[config.mk]
export PLATFORM = sky130hd
export DESIGN_NAME = mult_share_sched
export DESIGN_NICKNAME = d
export VERILOG_FILES = /design/src/rtl/mult_sched_pkg.sv /design/src/rtl/seq_mult_core.sv /design/src/rtl/mult_share_sched.sv
export SDC_FILE = /design/constraint.sdc
export NUM_CORES = 1
export LEC_CHECK = 0
export BUFFER_PORTS_ARGS = -buffer_cell sky130_fd_sc_hd__clkbuf_2
export CAP_MARGIN = 20
export CELL_PAD_IN_SITES_DETAIL_PLACEMENT = 1
export CELL_PAD_IN_SITES_GLOBAL_PLACEMENT = 2
export CORE_MARGIN = 10
export CORE_UTILIZATION = 34
export DETAILED_ROUTE_END_ITERATION = 12
export HOLD_SLACK_MARGIN = 0.1
export PLACE_DENSITY = 0.77
export SYNTH_ARGS = -nofsm -noshare
export SYNTH_HDL_FRONTEND = slang
export SYNTH_HIERARCHICAL = 1
export SYNTH_SLANG_ARGS = --single-unit
[constraint.sdc]
create_clock -name clk -period 2.3 [get_ports clk]
set_input_delay 0.69 -clock clk [delete_from_list [all_inputs] [get_ports clk]]
set_output_delay 0.69 -clock clk [all_outputs]
set_load 0.01 [all_outputs]
[src/rtl/mult_sched_pkg.sv]
// rtl/mult_sched_pkg.sv - shared FSM encoding and sizing constants for the multiplier scheduler
package mult_sched_pkg;

  typedef enum logic [1:0] {
    IDLE = 2'd0,
    RUN  = 2'd1,
    DONE = 2'd2
  } state_t;

  localparam int DEFAULT_WIDTH = 6;
  localparam int ID_W          = 1;

endpackage

[src/rtl/seq_mult_core.sv]
// rtl/seq_mult_core.sv - shift-add sequential multiplier, one partial product per cycle
module seq_mult_core
  import mult_sched_pkg::*;
#(
  parameter int WIDTH = DEFAULT_WIDTH
) (
  input  logic               clk,
  input  logic               rst,
  input  logic               start,
  input  logic [WIDTH-1:0]   a,
  input  logic [WIDTH-1:0]   b,
  output logic [2*WIDTH-1:0] product,
  output logic               done
);

  localparam int CW = $clog2(WIDTH + 1);

  logic [2*WIDTH-1:0] mcand;
  logic [2*WIDTH-1:0] acc;
  logic [WIDTH-1:0]   mplier;
  logic [CW-1:0]      count;
  logic               running;

  // done marks the cycle whose edge performs the last step, so the caller
  // can leave RUN on the same edge that the final sum lands in acc
  assign done    = running && (count == CW'(WIDTH - 1));
  assign product = acc;

  always_ff @(posedge clk or posedge rst) begin
    if (rst) begin
      mcand   <= '0;
      acc     <= '0;
      mplier  <= '0;
      count   <= '0;
      running <= 1'b0;
    end else if (start) begin
      mcand   <= {{WIDTH{1'b0}}, a};
      acc     <= '0;
      mplier  <= b;
      count   <= '0;
      running <= 1'b1;
    end else if (running) begin
      if (mplier[0]) begin
        acc <= acc + mcand;
      end
      mcand  <= mcand << 1;
      mplier <= mplier >> 1;
      count  <= count + CW'(1);
      if (done) begin
        running <= 1'b0;
      end
    end
  end

endmodule

[src/rtl/mult_share_sched.sv]
// rtl/mult_share_sched.sv - round-robin sharing of one sequential multiplier between two requesters
module mult_share_sched
  import mult_sched_pkg::*;
#(
  parameter int WIDTH = DEFAULT_WIDTH
) (
  input  logic               clk,
  input  logic               rst,
  input  logic               req0_valid,
  output logic               req0_ready,
  input  logic [WIDTH-1:0]   req0_a,
  input  logic [WIDTH-1:0]   req0_b,
  input  logic               req1_valid,
  output logic               req1_ready,
  input  logic [WIDTH-1:0]   req1_a,
  input  logic [WIDTH-1:0]   req1_b,
  output logic               rsp_valid,
  input  logic               rsp_ready,
  output logic [2*WIDTH-1:0] rsp_product,
  output logic [ID_W-1:0]    rsp_id,
  output logic               busy
);

  state_t            state;
  state_t            state_nxt;
  logic [ID_W-1:0]   ptr;
  logic [ID_W-1:0]   grant;
  logic              accept;
  logic              core_done;
  logic [WIDTH-1:0]  op_a;
  logic [WIDTH-1:0]  op_b;

  // the pointer only breaks ties; a lone requester wins regardless of it
  assign grant = (req0_valid && req1_valid) ? ptr : ID_W'(req1_valid);
  assign op_a  = (grant == 1'b1) ? req1_a : req0_a;
  assign op_b  = (grant == 1'b1) ? req1_b : req0_b;

  always_ff @(posedge clk or posedge rst) begin
    if (rst) begin
      state <= IDLE;
    end else begin
      state <= state_nxt;
    end
  end

  always_comb begin
    state_nxt  = state;
    req0_ready = 1'b0;
    req1_ready = 1'b0;
    accept     = 1'b0;
    case (state)
      IDLE: begin
        if (!rst) begin
          req0_ready = req0_valid && (grant == 1'b0);
          req1_ready = req1_valid && (grant == 1'b1);
          accept     = req0_ready || req1_ready;
          if (accept) begin
            state_nxt = RUN;
          end
        end
      end
      RUN: begin
        if (core_done) begin
          state_nxt = DONE;
        end
      end
      DONE: begin
        if (rsp_ready) begin
          state_nxt = IDLE;
        end
      end
      default: state_nxt = IDLE;
    endcase
  end

  always_ff @(posedge clk or posedge rst) begin
    if (rst) begin
      ptr    <= '0;
      rsp_id <= '0;
    end else if (accept) begin
      ptr    <= ~grant;
      rsp_id <= grant;
    end
  end

  assign rsp_valid = (state == DONE);
  assign busy      = (state != IDLE);

  seq_mult_core #(
    .WIDTH(WIDTH)
  ) u_core (
    .clk     (clk),
    .rst     (rst),
    .start   (accept),
    .a       (op_a),
    .b       (op_b),
    .product (rsp_product),
    .done    (core_done)
  );

endmodule

==> metrics.md, run 1 <==
| Metric | Value |
|---|---|
| Status | complete, no violations |
| Unrepaired setup endpoints after global routing | false |
| Crit path DAT | 1.54 ns |
| Clock-pin slew on the worst setup and hold paths | 0.08 ns |
| Gpl congestion | 0.754 |
| Startpoint types | primary input |
| Maximum fanout along the worst path | 3 |
| RR Startpoint | u_core/product[0] |
| Core Rows | 30 |
| Synth Register Bits | 38 |
| WS Path Type | primary input to primary output |
| HPWL after DPL | between 4 and 5 mm |
| Lkg Pwr | 1.42 nW |
| R2R Path End | u_core/product[10] |
| Post-synth EDFFs | 0 |
| Worst Hold Class | primary input to asynchronous set/reset pin |
| Initial antenna violation count | 0 |
| Tcrit/Tclk final | 0.968 |
| Initial core utilization | 0.353 |
| Critical-path top delay cell | or3_4 |
| Crit path cell chain | clkbuf_2 -> or3_4 -> nor2_4 -> and2_2 -> clkbuf_2 |
| Top cells by area, synth | dfrtp_1 (39%), ha_1 (6.7%), mux2i_1 (6.6%) |
| Longest Clk Path Bufs | 2 |
| Pin count of the biggest net entering global routing | 38 |
| Cell taking the most area after synthesis | dfrtp_1 |
| Crit. Startpoint | rst |
| Layout area overhead | 20.0% |
| Stages on worst setup path | 5 |
| Async SR Flop Fraction | 1.00 |
| Simple-Gate Fraction of Synth Area | 0.176 |
| Layout net count | approximately 340 |
| Endpoints failing setup | 0 |
| ANT cells | 0 |
| TritonCTS buffer count | 5 |
| Synth cell types | 51 |
| Grt ovf | 0 |
| Synth Cell Area | 2410 µm² |
| Root Buffer | clkbuf_8 |
| Syn Inst Count | around 250 |
| TritonCTS clock tree | done |
| Core ar. | 6830 µm² |
| All-Layer GR Usage | 0.110 |
| Fillers | around 800 |
| Sequential-to-total area share from yosys stat | 0.394 |
| Largest family of logic cells by synthesized area | simple AND/OR/NAND/NOR gates |
| Synthesis warning total | 6 |
| Vias in the first global route | around 2.1k |
| Adder-cell share of the synthesized area | 0.0758 |
| Crit path to | req0_ready |
| Max-cap violations | 0 |
| CP endpoint kind | primary output |
| DRT iter0 DRCs | 64 |
| Slowest Stage Delay on Critical Path | 0.35 ns |
| Clk Latency, worst-skew pair | 0.29 ns |
| Worst slew margin | 0.701 |
| Fin. max-slew vios | 0 |
| Final hold slack | 0.416 ns |
| # IOs | 46 |
| Fmax | between 400 and 500 MHz |
| Clk_skew | 0.00429 ns |
| H-tree depth | 2 |
| Hold buffers post-CTS | 0 |
| Buffers & Inverters on Critical Path | 2 |
| Syn_nets | 291 |
| IO buf count | 45 |
| Avg Inst Size Synth | 9.72 µm² |
| Via count | ~2.0k |
| Worst-case reg-to-reg path depth | 7 |
| Fraction of layout cells with a size suffix above 1 | 0.291 |
| Die ar. | ~11000 µm² |
| Synth Area in Compound Gates | 0.159 |
| First-pass iteration count of the detailed router | 4 |
| DRT antenna net count | 0 |
| CTS Sinks | 38 |
| Mux cell area share after synthesis | 0.133 |
| Vias per inst | 4.97 |
| Total Wirelength | 6.08 mm |
| Die width | 104 µm |
| Die height | 104 µm |
| Flop-to-flop setup slack | about 0.13 ns |
| Global-route wire length before repair | a little over 10 mm |
| Final count of hold timing violations | 0 |
| Pwr Density | about 1200 nW/µm² |
| Fin crit period | 2.23 ns |
| Routed length per instance | 15.4 µm |
| CP required | 1.61 ns |
| XOR/XNOR share of the synthesized area | 0.0254 |
| TNS Setup | 0 ns |
| Synth top area share | 0.394 |
| DRC viols | 0 |
| Least-Margin Pin Slew | between 0.4 and 0.5 ns |
| CP delay by family, top | simple AND/OR/NAND/NOR gates |
| Post-synth top flop | dfrtp_1 |
| IR Drop Worst-Case VDD | 0.410 mV |
| CP most frequent cell | clkbuf_2 |
-- per-layer routing --
layer	track usage	vias up	share of wire
li1	-	982	-
met1	0.137	937	0.47
met2	0.178	38	0.47
met3	0.0353	6	0.052
met4	0.0298	0	0.0087
met5	0	-	0
-- metrics by stage --
step	setup slack [ns]	util	cell area, µm²	instances	total power, W
2_1_floorplan	0.143	-	2410	248	0.00239
3_3_place_gp	0.0706	0.405	2770	385	0.00286
3_5_place_dp	0.0222	0.405	2770	385	0.00291
4_1_cts	0.0366	0.419	2870	392	0.00339
5_1_grt	0.00519	0.423	2890	395	0.00368
6_report	0.0731	0.423	2890	395	0.00337
-- cell families (layout without fill, tap and decap cells) --
family,count (synthesis),count (layout)
compound gates,60,60
xor+xnor,7,7
fa+ha+maj,14,14
buf+inv,18,69
flops,38,38
mux,28,28
simple gates,83,83
-- sequential cells by signal, summed over array words and instances, names as in the netlist --
name,count
u_core/mplier,6
rsp_id,1
u_core/product,12
u_core/mcand,12
u_core/count,3
state,2
ptr,1
u_core/running,1
-- cell type report --
cell class | instances | area (µm²) | area share
clock buffers | 5 | 68.8 | 0.0238
clock inverters | 2 | 15.0 | 0.00519
inverters | 6 | 22.5 | 0.00779
multi-input cells | 192 | 1390 | 0.481
flip-flops and latches | 38 | 953 | 0.330
well taps | 96 | 120 | 0.0415
repair buffers | 56 | 320 | 0.111
-- synth_stat cells, types with 2 or more instances --
master	n
o211ai_1	3
xnor2_1	5
nor3b_1	2
mux2_2	5
nor2_1	14
nand4_1	2
inv_1	5
o21ai_1	2
a211oi_1	3
clkbuf_1	8
and3_1	2
nand2_1	35
nand3b_1	3
nor2b_1	2
dfrtp_1	38
a21o_1	4
o311ai_0	2
or3_1	2
nand3_1	3
mux2_4	7
o21ai_0	17
xor2_1	2
mux2i_1	16
ha_1	13
nand2b_1	5
a21oi_1	19
a31oi_1	3
buf_2	2
nor4bb_1	2
-- cell usage in the layout (no fill, tap or decap), types with 3 or more instances in the layout --
master,netlist,routed
o211ai_1,3,3
nand3b_1,3,3
mux2_4,7,7
buf_4,0,10
ha_1,13,13
a21o_1,4,4
nand2b_1,5,5
nor2_1,14,14
inv_1,5,5
a211oi_1,3,3
dfrtp_1,38,36
a31oi_1,3,3
mux2_2,5,5
nand3_1,3,3
clkbuf_8,0,5
xnor2_1,5,5
mux2i_1,16,16
o21ai_0,17,17
a21oi_1,19,19
clkbuf_2,0,45
nand2_1,35,35
-- worst min path at each step --
stage,slack (ns),endpoint,depth (start not counted)
detailed placement,0.51,rsp_id,1
floorplan,0.46,ptr,1
global placement,0.51,rsp_id,1
finish,0.42,rsp_id,3
global route,0.42,rsp_id,3
CTS,0.40,state[1],3
-- worst min-delay path, delay by kind of cell --
family                 cells  cell delay, ns
buffers and inverters      3            0.37
-- repair_timing --
| item | 4_1_cts | 5_1_grt |
|---|---|---|
| buffers inserted | 0 | 3 |
| resized for setup | 1 | 4 |
| pin swaps | 0 | 1 |
| endpoints found under the setup margin | 1 | 3 |
-- power by group --
part           total, W  switching, W  internal, W
logic           0.00172      0.000930     0.000789
clock network  0.000452      0.000245     0.000207
registers       0.00120      0.000267     0.000936
Note: power is estimated with default switching activity, not from simulation.
==> inputs of run 2 (changes only) <==
--- a/config.mk
+++ b/config.mk
@@ -5,15 +5,16 @@
 export SDC_FILE = /design/constraint.sdc
 export NUM_CORES = 1
 export LEC_CHECK = 0
-export BUFFER_PORTS_ARGS = -buffer_cell sky130_fd_sc_hd__clkbuf_2
+export ABC_CLOCK_PERIOD_IN_PS = 2300
 export CAP_MARGIN = 20
 export CELL_PAD_IN_SITES_DETAIL_PLACEMENT = 1
 export CELL_PAD_IN_SITES_GLOBAL_PLACEMENT = 2
 export CORE_MARGIN = 10
-export CORE_UTILIZATION = 34
+export CORE_UTILIZATION = 35
 export DETAILED_ROUTE_END_ITERATION = 12
+export DONT_BUFFER_PORTS = 1
 export HOLD_SLACK_MARGIN = 0.1
-export PLACE_DENSITY = 0.77
+export PLACE_DENSITY_LB_ADDON = 0.3
 export SYNTH_ARGS = -nofsm -noshare
 export SYNTH_HDL_FRONTEND = slang
 export SYNTH_HIERARCHICAL = 1
==> run 2 against run 1 <==
First-iteration DRC count down 7.8%; non-clock buffer count decreased by 47; worst setup slack improved by 0.026 ns; clock skew shrank 0.0027 ns; sequential power grew 5%; fmax rose by 1.2%; final area down 9.1%; count of clock-buffer cells in the layout is 1 higher; via count shrank 7.5%; power down 2.9%; critical path type is now register to primary output.
==> metrics.md, run 2 (synthesis gave the netlist of run 1 again) <==
| Metric | Value |
|---|---|
| Via count | 1816 (-7.5%) |
| Layout area overhead | 9.08% |
| Global-route wire length before repair | 9.60 mm (-5.1%) |
| Initial core utilization | 0.357 (+0.00392) |
| First-pass iteration count of the detailed router | 6 (+2) |
| Worst slew margin | 0.630 (-0.0709) |
| Max-cap violations | 0 (unchanged) |
| Initial antenna violation count | 0 (unchanged) |
| DRT antenna net count | 0 (unchanged) |
| WS Path Type | register to primary output |
| CTS Sinks | 38 (unchanged) |
| Vias per inst | 5.45 (+9.7%) |
| Final non-filler cell total | 333 (-16%) |
| Clk Latency, worst-skew pair | 0.29 ns (about the same) |
| Final hold slack | 0.155 ns (-0.261 ns) |
| Crit. Startpoint | state[1] |
| Root Buffer | clkbuf_8 |
| CP delay by family, top | simple AND/OR/NAND/NOR gates |
| Longest Clk Path Bufs | 2 (unchanged) |
| Pin count of the biggest net entering global routing | 35 (-7.9%) |
| TritonCTS clock tree | done |
| HPWL after DPL | 4.27 mm (-8.3%) |
| All-Layer GR Usage | 0.113 (+0.00320) |
| Unrepaired setup endpoints after global routing | false |
| Endpoints failing setup | 0 (unchanged) |
| Final instance area | 2630 µm² (-9.1%) |
| DP Area | 2520 µm² (-9.0%) |
| Startpoint types | register |
| Flop-to-flop setup slack | 0.14 ns (about the same) |
| Post-CTS setup buffer count | 0 (unchanged) |
| # IOs | 46 (unchanged) |
| Final count of hold timing violations | 0 (unchanged) |
| Least-Margin Pin Slew | 0.555 ns (+0.106 ns) |
| Worst-case reg-to-reg path depth | 7 (unchanged) |
| Crit path cell chain | or3_4 -> nor2_4 -> and2_2 |
| IO buf count | 0 (-100%) |
| TNS Setup | 0 ns (unchanged) |
| Stages on worst setup path | 3 (-2) |
| Layout net count | 295 (-14%) |
| Lkg Pwr | 1.23 nW (-14%) |
| TritonCTS buffer count | 5 (unchanged) |
| Status | complete, no violations |
| Pwr Density | 1250 nW/µm² (+6.8%) |
| H-tree depth | 2 (unchanged) |
| Overall power | 0.00328 W (-2.9%) |
| RR Startpoint | u_core/mcand[0] |
| Die height | 103 µm (-1.2%) |
| Core Rows | 30 (unchanged) |
| Commonest non-fill, non-tap cell in the layout | dfrtp_1 |
| Most frequent cells in the layout | dfrtp_1 (37), nand2_1 (35), a21oi_1 (19) |
| Fin. max-slew vios | 0 (unchanged) |
| DRT iter0 DRCs | 59 (-7.8%) |
| Total Wirelength | 5.78 mm (-4.9%) |
| CP endpoint kind | primary output |
| Inst Count DP | 325 (-16%) |
| Clock-pin slew on the worst setup and hold paths | 0.08 ns (about the same) |
| Gpl congestion | 0.784 (+3.9%) |
| Tcrit/Tclk final | 0.957 (-0.0114) |
| IR Drop Worst-Case VDD | 0.538 mV (+31%) |
| Crit path to | req0_ready |
| Buffers & Inverters on Critical Path | 0 (-2) |
| Maximum fanout along the worst path | 6 (+3) |
| Fin crit period | 2.20 ns (-0.0263 ns) |
| R2R Path End | u_core/product[10] |
| Crit path DAT | 1.51 ns (-0.03 ns) |
| Worst Hold Class | primary input to asynchronous set/reset pin |
| Grt ovf | 0 (unchanged) |
| ANT cells | 0 (unchanged) |
| Core ar. | 6760 µm² (-1.1%) |
| Clk_skew | 0.00160 ns (-0.00268 ns) |
| Die width | 103 µm (-1.2%) |
| Die ar. | 10600 µm² (-2.3%) |
| Routed length per instance | 17.4 µm (+13%) |
| Critical-path top delay cell | dfrtp_1 |
| DRC viols | 0 (unchanged) |
| Vias in the first global route | 1920 (-8.6%) |
| Slowest Stage Delay on Critical Path | 0.43 ns (+0.08 ns) |
| CP required | 1.61 ns (about the same) |
| Fmax | 454 MHz (+1.2%) |
| Fraction of layout cells with a size suffix above 1 | 0.158 (-0.133) |
[run 2: cell count changes in the layout (fill, tap and decap cells not counted), sizes merged]
cell	before	now
clkbuf	50	6
clkinvlp	2	1
buf	11	9
clkinv	0	1
[run 2: worst min path at each step]
stage,from,endpoint
after global placement,rst,rsp_id
after detailed placement,rst,rsp_id
final,rst,rsp_id
after global routing,rst,rsp_id
after floorplan,rst,ptr
after CTS,rst,rsp_id
[run 2: area by class of cell]
type | count | area, µm²
Fill cell | 790 | 4130
Multi-Input combinational cell | 192 | 1390
Clock inverter | 2 | 12.5
Timing Repair Buffer | 9 | 67.6
Clock buffer | 6 | 82.6
Inverter | 6 | 22.5
Sequential cell | 38 | 952
Tap cell | 80 | 100
[run 2: power breakdown]
| group | total (W) | internal [W] | leakage [nW] | switching, W |
|---|---|---|---|---|
| clock | 0.000507 | 0.000242 | 0.0472 | 0.000265 |
| combinational | 0.00151 | 0.000686 | 0.699 | 0.000825 |
| sequential | 0.00126 | 0.000934 | 0.486 | 0.000325 |
[run 2: worst register-to-register path, delay by kind of cell, from the launching register on]
| family | cells | cell delay (ns) |
|---|---|---|
| AND/OR/NAND/NOR | 1 | 0.17 |
| flip-flops | 1 | 0.40 |
| AO/OA/AOI/OAI | 4 | 0.88 |
| adder cells (fa/ha/maj) | 2 | 0.60 |
[run 2: routing by layer]
layer  track usage  wire length [µm]  up-vias
met2         0.173              2530       42
met1         0.150              2880      874
met4        0.0332                61        0
met3        0.0369               313        6
li1              -                 -      894
met5             0                 0        -
[run 2: repair_timing]
item                       CTS  global route
setup endpoints to repair    0             3
gates resized for setup      0             3
hold buffers                 0             0
[run 2: metrics by stage]
stage          worst slack [ns]   util
3_3_place_gp              0.115  0.373
6_report                 0.0995  0.389
3_5_place_dp             0.0968  0.373
5_1_grt                 0.00130  0.389
4_1_cts                  0.0607  0.387
2_1_floorplan             0.143      -
